## src/rtl/alu_pkg.sv

```systemverilog
// Shared opcode, state and operand-requirement definitions for the pipelined ALU core.
package alu_pkg;

  typedef enum logic [3:0] {
    ArithAdd    = 4'd0,
    ArithSub    = 4'd1,
    ArithAddCin = 4'd2,
    ArithSubCin = 4'd3,
    ArithIncA   = 4'd4,
    ArithDecA   = 4'd5,
    ArithIncB   = 4'd6,
    ArithDecB   = 4'd7,
    ArithCmp    = 4'd8,
    ArithMulInc = 4'd9,
    ArithMulShl = 4'd10
  } arith_cmd_e;

  typedef enum logic [3:0] {
    LogicAnd   = 4'd0,
    LogicNand  = 4'd1,
    LogicOr    = 4'd2,
    LogicNor   = 4'd3,
    LogicXor   = 4'd4,
    LogicXnor  = 4'd5,
    LogicNotA  = 4'd6,
    LogicNotB  = 4'd7,
    LogicShr1A = 4'd8,
    LogicShl1A = 4'd9,
    LogicShr1B = 4'd10,
    LogicShl1B = 4'd11,
    LogicRolAB = 4'd12,
    LogicRorAB = 4'd13
  } logic_cmd_e;

  typedef enum logic [1:0] {StIdle, StWaitA, StWaitB, StMul} state_e;

  // Bit n set: opcode n consumes only that operand.
  localparam logic [15:0] ArithOpAMask = 16'h0030;
  localparam logic [15:0] ArithOpBMask = 16'h00C0;
  localparam logic [15:0] LogicOpAMask = 16'h0340;
  localparam logic [15:0] LogicOpBMask = 16'h0C80;
  localparam logic [3:0]  ArithLastCmd = 4'd10;
  localparam logic [3:0]  LogicLastCmd = 4'd13;

  function automatic logic is_valid_cmd(logic mode, logic [3:0] cmd);
    return mode ? (cmd <= ArithLastCmd) : (cmd <= LogicLastCmd);
  endfunction

  function automatic logic is_op_a(logic mode, logic [3:0] cmd);
    return mode ? ArithOpAMask[cmd] : LogicOpAMask[cmd];
  endfunction

  function automatic logic is_op_b(logic mode, logic [3:0] cmd);
    return mode ? ArithOpBMask[cmd] : LogicOpBMask[cmd];
  endfunction

  function automatic logic is_two_op(logic mode, logic [3:0] cmd);
    return is_valid_cmd(mode, cmd) && !is_op_a(mode, cmd) && !is_op_b(mode, cmd);
  endfunction

endpackage

```

## src/rtl/alu_exec.sv

```systemverilog
// Combinational operation evaluation and flag generation; multiply results are
// staged by the core before presentation.
module alu_exec
  import alu_pkg::*;
#(
  parameter int unsigned W = 8
) (
  input  logic [W-1:0]   a,
  input  logic [W-1:0]   b,
  input  logic           cin,
  input  logic           mode,
  input  logic [3:0]     cmd,
  output logic [2*W-1:0] res,
  output logic           cout,
  output logic           oflow,
  output logic           g,
  output logic           l,
  output logic           e,
  output logic           err,
  output logic           is_mul
);

  localparam int unsigned SHW = $clog2(W);

  logic           carry;
  logic [W:0]     sum;
  logic [W:0]     diff;
  logic [W:0]     a_inc;
  logic [W:0]     b_inc;
  logic [W-1:0]   a_dec;
  logic [W-1:0]   b_dec;
  logic [W-1:0]   a_shl;
  logic [2*W-1:0] prod_inc;
  logic [2*W-1:0] prod_shl;
  logic [SHW-1:0] amt;
  logic           rot_bad;
  logic [W-1:0]   rol_w;
  logic [W-1:0]   ror_w;

  assign carry    = cin & ((cmd == ArithAddCin) || (cmd == ArithSubCin));
  assign sum      = {1'b0, a} + {1'b0, b} + {{W{1'b0}}, carry};
  // Bit W of the difference is the borrow out of a - b - cin.
  assign diff     = {1'b0, a} - {1'b0, b} - {{W{1'b0}}, carry};
  assign a_inc    = {1'b0, a} + {{W{1'b0}}, 1'b1};
  assign b_inc    = {1'b0, b} + {{W{1'b0}}, 1'b1};
  assign a_dec    = a - {{(W-1){1'b0}}, 1'b1};
  assign b_dec    = b - {{(W-1){1'b0}}, 1'b1};
  assign a_shl    = a << 1;
  assign prod_inc = {{(W-1){1'b0}}, a_inc} * {{(W-1){1'b0}}, b_inc};
  assign prod_shl = {{W{1'b0}}, a_shl} * {{W{1'b0}}, b};
  assign amt      = b[SHW-1:0];
  assign rot_bad  = |b[W-1:SHW];
  assign rol_w    = W'(({a, a} << amt) >> W);
  assign ror_w    = W'({a, a} >> amt);

  always_comb begin
    res    = '0;
    cout   = 1'b0;
    oflow  = 1'b0;
    g      = 1'b0;
    l      = 1'b0;
    e      = 1'b0;
    err    = 1'b0;
    is_mul = 1'b0;
    if (mode) begin
      case (cmd)
        ArithAdd, ArithAddCin: begin
          res  = {{(W-1){1'b0}}, sum};
          cout = sum[W];
        end
        ArithSub, ArithSubCin: begin
          res   = {{W{1'b0}}, diff[W-1:0]};
          oflow = diff[W];
        end
        ArithIncA: begin
          res  = {{W{1'b0}}, a_inc[W-1:0]};
          cout = a_inc[W];
        end
        ArithDecA: begin
          res   = {{W{1'b0}}, a_dec};
          oflow = (a == '0);
        end
        ArithIncB: begin
          res  = {{W{1'b0}}, b_inc[W-1:0]};
          cout = b_inc[W];
        end
        ArithDecB: begin
          res   = {{W{1'b0}}, b_dec};
          oflow = (b == '0);
        end
        ArithCmp: begin
          g = (a > b);
          l = (a < b);
          e = (a == b);
        end
        ArithMulInc: begin
          res    = prod_inc;
          is_mul = 1'b1;
        end
        ArithMulShl: begin
          res    = prod_shl;
          is_mul = 1'b1;
        end
        default: err = 1'b1;
      endcase
    end else begin
      case (cmd)
        LogicAnd:   res = {{W{1'b0}}, a & b};
        LogicNand:  res = {{W{1'b0}}, ~(a & b)};
        LogicOr:    res = {{W{1'b0}}, a | b};
        LogicNor:   res = {{W{1'b0}}, ~(a | b)};
        LogicXor:   res = {{W{1'b0}}, a ^ b};
        LogicXnor:  res = {{W{1'b0}}, ~(a ^ b)};
        LogicNotA:  res = {{W{1'b0}}, ~a};
        LogicNotB:  res = {{W{1'b0}}, ~b};
        LogicShr1A: res = {{W{1'b0}}, a >> 1};
        LogicShl1A: res = {{W{1'b0}}, a_shl};
        LogicShr1B: res = {{W{1'b0}}, b >> 1};
        LogicShl1B: res = {{W{1'b0}}, b << 1};
        LogicRolAB: begin
          err = rot_bad;
          res = rot_bad ? '0 : {{W{1'b0}}, rol_w};
        end
        LogicRorAB: begin
          err = rot_bad;
          res = rot_bad ? '0 : {{W{1'b0}}, ror_w};
        end
        default: err = 1'b1;
      endcase
    end
  end

endmodule

```

## src/rtl/alu_pipe_core.sv

```systemverilog
// Parametrised ALU core: operand pairing FSM with timeout, two-cycle multiply
// stage and fully registered outputs.
module alu_pipe_core
  import alu_pkg::*;
#(
  parameter int unsigned W       = 8,
  parameter int unsigned TIMEOUT = 16
) (
  input  logic           clk,
  input  logic           rst,
  input  logic           cen,
  input  logic [W-1:0]   opa,
  input  logic [W-1:0]   opb,
  input  logic           cin,
  input  logic           mode,
  input  logic [3:0]     cmd,
  input  logic [1:0]     inp_valid,
  output logic [2*W-1:0] res,
  output logic           out_valid,
  output logic           busy,
  output logic           oflow,
  output logic           cout,
  output logic           g,
  output logic           l,
  output logic           e,
  output logic           err
);

  localparam int unsigned CW = $clog2(TIMEOUT) + 1;

  state_e         state_q;
  logic [W-1:0]   a_q;
  logic [W-1:0]   b_q;
  logic           cin_q;
  logic           mode_q;
  logic [3:0]     cmd_q;
  logic [CW-1:0]  cnt_q;
  logic [2*W-1:0] mul_q;

  logic [W-1:0]   ex_a;
  logic [W-1:0]   ex_b;
  logic           ex_cin;
  logic           ex_mode;
  logic [3:0]     ex_cmd;
  logic [2*W-1:0] ex_res;
  logic           ex_cout;
  logic           ex_oflow;
  logic           ex_g;
  logic           ex_l;
  logic           ex_e;
  logic           ex_err;
  logic           ex_is_mul;

  logic va;
  logic vb;
  logic in_go;
  logic fire;
  logic timed_out;

  assign va = inp_valid[0];
  assign vb = inp_valid[1];

  // While waiting, the latched operand and its cmd/mode/cin override the bus.
  always_comb begin
    ex_a    = opa;
    ex_b    = opb;
    ex_cin  = cin;
    ex_mode = mode;
    ex_cmd  = cmd;
    case (state_q)
      StWaitA: begin
        ex_b    = b_q;
        ex_cin  = cin_q;
        ex_mode = mode_q;
        ex_cmd  = cmd_q;
      end
      StWaitB: begin
        ex_a    = a_q;
        ex_cin  = cin_q;
        ex_mode = mode_q;
        ex_cmd  = cmd_q;
      end
      default: ;
    endcase
  end

  always_comb begin
    if (!is_valid_cmd(mode, cmd)) begin
      in_go = va | vb;
    end else if (is_op_a(mode, cmd)) begin
      in_go = va;
    end else if (is_op_b(mode, cmd)) begin
      in_go = vb;
    end else begin
      in_go = va & vb;
    end
  end

  always_comb begin
    case (state_q)
      StIdle:  fire = in_go;
      StWaitA: fire = va;
      StWaitB: fire = vb;
      default: fire = 1'b0;
    endcase
  end

  assign timed_out = ((state_q == StWaitA) || (state_q == StWaitB)) && !fire &&
                     (cnt_q == CW'(TIMEOUT - 1));

  alu_exec #(
    .W(W)
  ) u_exec (
    .a      (ex_a),
    .b      (ex_b),
    .cin    (ex_cin),
    .mode   (ex_mode),
    .cmd    (ex_cmd),
    .res    (ex_res),
    .cout   (ex_cout),
    .oflow  (ex_oflow),
    .g      (ex_g),
    .l      (ex_l),
    .e      (ex_e),
    .err    (ex_err),
    .is_mul (ex_is_mul)
  );

  always_ff @(posedge clk) begin
    if (rst) begin
      state_q   <= StIdle;
      a_q       <= '0;
      b_q       <= '0;
      cin_q     <= 1'b0;
      mode_q    <= 1'b0;
      cmd_q     <= '0;
      cnt_q     <= '0;
      mul_q     <= '0;
      res       <= '0;
      out_valid <= 1'b0;
      busy      <= 1'b0;
      oflow     <= 1'b0;
      cout      <= 1'b0;
      g         <= 1'b0;
      l         <= 1'b0;
      e         <= 1'b0;
      err       <= 1'b0;
    end else if (cen) begin
      out_valid <= 1'b0;
      if (state_q == StMul) begin
        res       <= mul_q;
        {cout, oflow, g, l, e, err} <= '0;
        out_valid <= 1'b1;
        busy      <= 1'b0;
        state_q   <= StIdle;
      end else if (fire && ex_is_mul) begin
        mul_q   <= ex_res;
        busy    <= 1'b1;
        state_q <= StMul;
      end else if (fire) begin
        res       <= ex_res;
        cout      <= ex_cout;
        oflow     <= ex_oflow;
        g         <= ex_g;
        l         <= ex_l;
        e         <= ex_e;
        err       <= ex_err;
        out_valid <= 1'b1;
        state_q   <= StIdle;
      end else if (timed_out) begin
        res       <= '0;
        {cout, oflow, g, l, e} <= '0;
        err       <= 1'b1;
        out_valid <= 1'b1;
        state_q   <= StIdle;
      end else if ((state_q == StIdle) && is_two_op(mode, cmd) && (va ^ vb)) begin
        a_q     <= opa;
        b_q     <= opb;
        cin_q   <= cin;
        mode_q  <= mode;
        cmd_q   <= cmd;
        cnt_q   <= '0;
        state_q <= va ? StWaitB : StWaitA;
      end else if (state_q != StIdle) begin
        cnt_q <= cnt_q + CW'(1);
      end
    end
  end

endmodule

```

## config.mk

```make
export PLATFORM = sky130hd
export DESIGN_NAME = alu_pipe_core
export DESIGN_NICKNAME = d
export VERILOG_FILES = /design/src/rtl/alu_pkg.sv /design/src/rtl/alu_exec.sv /design/src/rtl/alu_pipe_core.sv
export SDC_FILE = /design/constraint.sdc
export NUM_CORES = 1
export LEC_CHECK = 0
export CAP_MARGIN = 5
export CORE_MARGIN = 2
export CORE_UTILIZATION = 55
export DETAILED_ROUTE_END_ITERATION = 16
export HOLD_SLACK_MARGIN = 0.15
export PLACE_DENSITY_LB_ADDON = 0.15
export SLEW_MARGIN = 20
export SYNTH_ARGS = -nofsm -noshare
export SYNTH_HDL_FRONTEND = slang
export SYNTH_SLANG_ARGS = --single-unit
```

## constraint.sdc

```tcl
create_clock -name clk -period 18.7 [get_ports clk]
set_input_delay 5.61 -clock clk [delete_from_list [all_inputs] [get_ports clk]]
set_output_delay 5.61 -clock clk [all_outputs]
set_load 0.05 [all_outputs]
```

After elaboration in Yosys (flattened, before gate mapping)
Memory sizes are Yosys's and may differ from the RTL's.
Cells that the tools add are included.
{"block": "word_totals", "reg_bits": 69, "mem_bits_ro": 64, "input_bits": 27, "out_inout_bits": 24, "elab_cells": 183, "n_memories": 4}
{"memory": "(name not given)", "words": 16, "word_bits": 1, "read_ports": 1, "rd_clocked_by_memory_dff": 0, "wr": 0, "line": "alu_pkg.sv:54", "rtl": "return mode ? ArithOpBMask[cmd] : LogicOpBMask[cmd];"}
{"memory": "(name not given)", "words": 16, "word_bits": 1, "read_ports": 1, "rd_clocked_by_memory_dff": 0, "wr": 0, "line": "alu_pkg.sv:54"}
{"memory": "(name not given)", "words": 16, "word_bits": 1, "read_ports": 1, "rd_clocked_by_memory_dff": 0, "wr": 0, "line": "alu_pkg.sv:50", "rtl": "return mode ? ArithOpAMask[cmd] : LogicOpAMask[cmd];"}
{"memory": "(name not given)", "words": 16, "word_bits": 1, "read_ports": 1, "rd_clocked_by_memory_dff": 0, "wr": 0, "line": "alu_pkg.sv:50"}
{"block": "op_classes", "add_sub_neg": 9, "n_mul": 2, "n_lt_le_gt_ge": 5, "eq_ne": 19, "shift": 2, "muxes": 74, "n_bitwise": 16, "reduce_logical": 35}
{"op": "$pmux W16 S14", "n": 1}
{"op": "$pmux W16 S8", "n": 1}
{"op": "$mux W16", "n": 5}
{"op": "$mux W1", "n": 50}
{"op": "$not A8 Y8", "n": 5}
{"op": "$mux W8", "n": 4}
{"op": "$eq A4 B4 Y1 const B", "n": 6}
{"op": "$add A8 B1 Y9 const B", "n": 2}
{"op": "$eq A4 B3 Y1 const B", "n": 4}
{"op": "$logic_not A8 Y1", "n": 2}
{"op": "$mul A9 B9 Y16", "n": 1}
{"op": "$shl A16 B3 Y16", "n": 1}
{"op": "$shr A16 B3 Y8", "n": 1}
{"op": "$sub A8 B1 Y8 const B", "n": 2}
{"op": "$mul A7 B8 Y15", "n": 1}
{"op": "$mux W2", "n": 6}
{"op": "$reduce_and A6 Y1", "n": 2}
{"op": "$reduce_or A12 Y1", "n": 1}
{"op": "$reduce_or A11 Y1", "n": 1}
{"op": "$mux W5", "n": 2}
{"op": "$reduce_or A2 Y1", "n": 5}
{"op": "$add A8 B8 Y9", "n": 1}
{"op": "$add A9 B1 Y9", "n": 1}
{"op": "$pmux W1 S3", "n": 3}
{"op": "34 further kinds", "n": 54}

Depth between registers and ports, before layout
{"block": "logic_depth", "word_depth": 14, "ltp_mapped": 27, "ltp_nobuf": 25}

Cells and area by module
A second synthesis with hierarchy kept.
{"block": "hier_totals", "hier_cells": 1457, "hier_area_um2": 11816.3}
{"mod": "alu_exec", "instances": 1, "cells_per_inst": 1076, "area_each_um2": 8166.6, "seq_area_each_um2": 0.0}
{"mod": "alu_pipe_core", "instances": 1, "cells_per_inst": 381, "area_each_um2": 3649.8, "seq_area_each_um2": 1381.3}

Least setup slack after synthesis
Ideal clock, no wire load.
{"block": "synth_path", "path_type": "input port to flip-flop", "startpoint": "input opb[1]", "endpoint": "register mul_q[14]", "setup_time_ps": 116, "arrival_ps": 10998, "t_required_ps": 18584, "path_slack_ps": 7586, "stages": 21, "path_buffers": 2, "cell_sequence": "mux2_2 > buf_2 > buf_1 > ha_1 > nand4_1 > xnor2_1 > nand2b_1 > fa_1 > fa_1 > inv_1 > fa_1 > inv_1 > fa_1 > inv_1 > ha_1 > o211a_1 > o41a_1 > a31oi_1 > xor2_1 > o221ai_1 > o211a_1"}
{"block": "synth_between", "elab_chain_len": 5, "elab_cells_between_ends": 6, "cone_classes": "add/sub (1); mul (2); mux (3)"}
{"element": "start, declared", "line": "alu_pipe_core.sv:13", "rtl": "input logic [W-1:0] opb,"}
{"element": "$mux W8 (*)", "line": "alu_pipe_core.sv:70", "rtl": "case (state_q)"}
{"element": "$add A8 B1 Y9", "line": "alu_exec.sv:45", "rtl": "assign b_inc = {1'b0, b} + {{W{1'b0}}, 1'b1};"}
{"element": "$mul A9 B9 Y16", "line": "alu_exec.sv:49", "rtl": "assign prod_inc = {{(W-1){1'b0}}, a_inc} * {{(W-1){1'b0}}, b_inc};"}
{"element": "$pmux W16 S8 (*)", "line": "alu_exec.sv:66", "rtl": "case (cmd)"}
{"element": "$mux W16 (*)", "line": "alu_exec.sv:65", "rtl": "if (mode) begin"}
{"element": "end signal, assigned", "line": "alu_pipe_core.sv:157", "rtl": "mul_q <= ex_res;"}
{"element": "end, declared", "line": "alu_pipe_core.sv:38", "rtl": "logic [2*W-1:0] mul_q;"}
Mark *: on every way between the ends. The rest lies on a longest branch, timed or not.
A chain may end at the register's enable or synchronous reset.

Final worst setup path
{"block": "layout_path", "startpoint": "input opb[0]", "endpoint": "register mul_q[14]"}
The elaborated chain is that of the path after synthesis.

==> metrics.txt <==
status finished clean; DP HPWL 28.0 mm; CP peak stage delay 0.65 ns; worst-path maximum fanout 26; max-cap viol count 0; postcts setup bufs 0; main combinational cell family by area after synthesis adder cells; EDFF count, synth 0; final hold violation count 0; Clock Power Share 14.7%; Psw 0.676 mW; xor-xnor portion of the synthesized cell area 5.23%; drt pass-1 iters 6; crit path kind in2reg; clock period minus worst slack 11.83 ns; global-route wire length before repair 57.5 mm; r2r endpoint mul_q[15]; Worst path slowest cell mux2_2; async set-reset flop share out of synthesis 0%; Fmax 0.0845 GHz; setup slack, reg-to-reg 11.62 ns; Avg Cell Area, Syn 8.13 um^2; Fill cells 1,900; via density per instance 6.33; Worst setup SP type input port; placed cell area 11,900 um^2; most instantiated cells after synthesis 160 x inv_1, 160 x nor2_1, 113 x nand2_1, 111 x ha_1, 82 x fa_1; CP most frequent cell fa_1; Seq cells post-synth 69; final-stage net count 1,616; sequential area share after synthesis 12.2%; Worst Setup End Kind register; routed vias 10,600; Crit. Startpoint opb[0]; area share of the largest cell type after synthesis 14.4%; Final Instance Area 12,200 um^2; Post-CTS Resized 0; Post-Synth Simple-Gate Area 17.5%; Pint 0.635 mW; die area 21,800 um^2; Die Wd 148 um; WP data arrival 12.07 ns; Root Driver clkbuf_16; adder-cell share of the synthesized area 26.7%; row count 52; Warnings, synthesis 0; # setup viols final 0; switch share 51.6%; vias in the first global route 10,300; dominant cell type by area after synthesis fa_1; Max rail drop VDD 72.3 uV; worst slew pin tran 1.12 ns; Final Cycle Share 63.3%; Power Total 1.31 mW; remaining global-route overflow 0; largest cells by area after synthesis fa_1 14%, ha_1 12%, dfxtp_1 12%; n_diodes 0; H-tree depth 3; crit-path leading delay family adder cells; hold_buf cts 0; worst-skew pair later-pin latency 0.35 ns; CTS sink count 69; Hold Path Cell Cnt 2; Residual DRC 0; largest net degree at the start of global routing 58; DRT antenna net count 0; Unique masters post-synth 99; Final WS setup 6.87 ns; class of the worst hold path reg2reg; hold_ws 0.449 ns; Logic pwr share 73.3%; First DRT Iteration DRCs 1,172; setup TNS 0 ns; Synth Flop Type dfxtp_1; mux share of post-synthesis cell area 9.09%; WP data required 18.94 ns; Final Routed Wirelength 36.5 mm; initial core utilization 56.2%; relative slew slack 24.4%; Area Overhead vs Synth 7.56%; Leakage 5.29 nW; RSZ-0062 raised after global routing false; PD cells 107 nW/um^2; WP buf/inv 5; core footprint 20,200 um^2; share of layout cells above drive strength 1 7.49%; Reg-to-Reg Start state_q[0]; post-synthesis compound-gate area fraction 20.0%; Final Skew 0.0108 ns; worst r2r path cells 24; clock buffer depth 2; Post-Syn Nets 1,618; IO Pins 51; Netlist Area Pre-Place 11,400 um^2; share of power burned in registers 12.1%; Hold EP oflow; TritonCTS clock tree built; antenna violations before repair 1; WL/cell 21.8 um; Port Buffers 50; Cell Chain, Critical Path clkdlybuf4s50_1 > mux2_2 > inv_4 > nor3_4 > nand2_1 > xnor2_1 > nor2_1 > fa_1 > fa_1 > inv_1 > fa_1 > fa_1 > inv_1 > ha_1 > inv_1 > o21ai_0 > o211a_1 > o41a_1 > a31oi_1 > xor2_1 > o221ai_1 > o211a_1; dpl ws 6.59 ns; min-delay src oflow; CTS Buf Count 9; fin. max-slew vios 0; Die Y 148 um; Mapped Cells 1,398; CTS clk-pin slew, worst paths 0.06 ns; GRT Resource Usage Total 33.8%; GPL Wtd Cong 1.05
## metrics by stage
| step | utilization [%] | std cells |
|---|---|---|
| floorplan | - | 1398 |
| CTS | 60.4 | 1671 |
| global placement | 58.8 | 1655 |
| global route | 60.4 | 1671 |
| finish | 60.4 | 1671 |
| detailed placement | 58.8 | 1655 |
## worst register-to-register path, cell delays in order, from the launching register on
cell and delay, ns:
dfxtp_1 0.33, inv_1 0.10, ha_1 0.71, mux2_2 0.42, buf_4 0.24, ha_1 0.32
a21boi_2 0.22, and2_1 0.19, xnor2_1 0.52, nor2_1 0.16, fa_1 0.56, inv_1 0.05
fa_1 0.48, inv_1 0.05, fa_1 0.52, inv_1 0.05, fa_1 0.52, inv_1 0.04
ha_1 0.34, and3_1 0.19, a21oi_1 0.12, o21ai_0 0.14, o41ai_1 0.41, or4b_1 0.20
o211ai_2 0.07
## layout by cell type, fill, tap and decap left out, drive strengths merged, types with 9 or more instances in the layout
master,synthesis,final
a21o,11,11
inv,167,171
a31oi,12,12
a211oi,21,21
nor4,9,9
o21a,9,9
o21ai,49,49
a22oi,17,17
buf,47,16
mux2,16,16
clkbuf,31,9
and3,10,10
mux2i,75,75
o211ai,14,14
nor2,161,161
ha,111,111
clkdlybuf4s50,0,49
a21oi,53,53
or2,10,10
nand2,113,113
fa,82,82
nand2b,13,13
nand3,21,21
xnor2,56,56
a221oi,11,11
nand4,14,14
nor3b,10,10
dfxtp,69,69
xor2,11,11
o22ai,26,26
nor3,24,24
## flip-flops by register name, summed over array words and instances (netlist names), 2 cells and up
name	flops
state_q	2
res	16
cmd_q	4
a_q	8
b_q	8
mul_q	16
cnt_q	5
## per-layer routing
| layer | global-route usage (%) | share of wire [%] |
|---|---|---|
| met2 | 51.0 | 43 |
| met1 | 45.8 | 42 |
| met3 | 9.35 | 10 |
| met4 | 13.4 | 4.5 |
| met5 | 0 | 0 |
## how the worst max path moves through the flow
stage | depth (start not counted) | slack (ns) | end
global placement | 22 | 6.70 | mul_q[14]
detailed placement | 22 | 6.59 | mul_q[14]
global route | 22 | 6.58 | mul_q[14]
floorplan | 21 | 7.59 | mul_q[14]
finish | 22 | 6.87 | mul_q[14]
CTS | 22 | 6.95 | mul_q[14]
## power groups by stage
stage | clock network, mW | registers (mW) | logic, mW
global route | 0.202 | 0.159 | 1.07
finish | 0.192 | 0.158 | 0.960
global placement | 0 | 0.161 | 0.930
floorplan | 0 | 0.169 | 0.686
detailed placement | 0 | 0.161 | 0.943
CTS | 0.196 | 0.158 | 0.950
## cells by family after synthesis
kind of cell	count (synthesis)
AOI/OAI and AO/OA	311
xor gates and xnor gates	67
adders and majority gates	193
buffers and inverters	248
DFF	69
muxes	94
and+or+nand+nor	416
## cell type report
type | count | area (um^2) | share of cell area [%]
Clock buffer | 9 | 225 | 1.84
Timing Repair Buffer | 65 | 608 | 4.97
Multi-Input combinational cell | 1081 | 8930 | 73.0
Sequential cell | 69 | 1380 | 11.3
Tap cell | 270 | 338 | 2.76
Clock inverter | 7 | 105 | 0.860
Inverter | 170 | 641 | 5.24
Power figures use the tool's default switching activity.
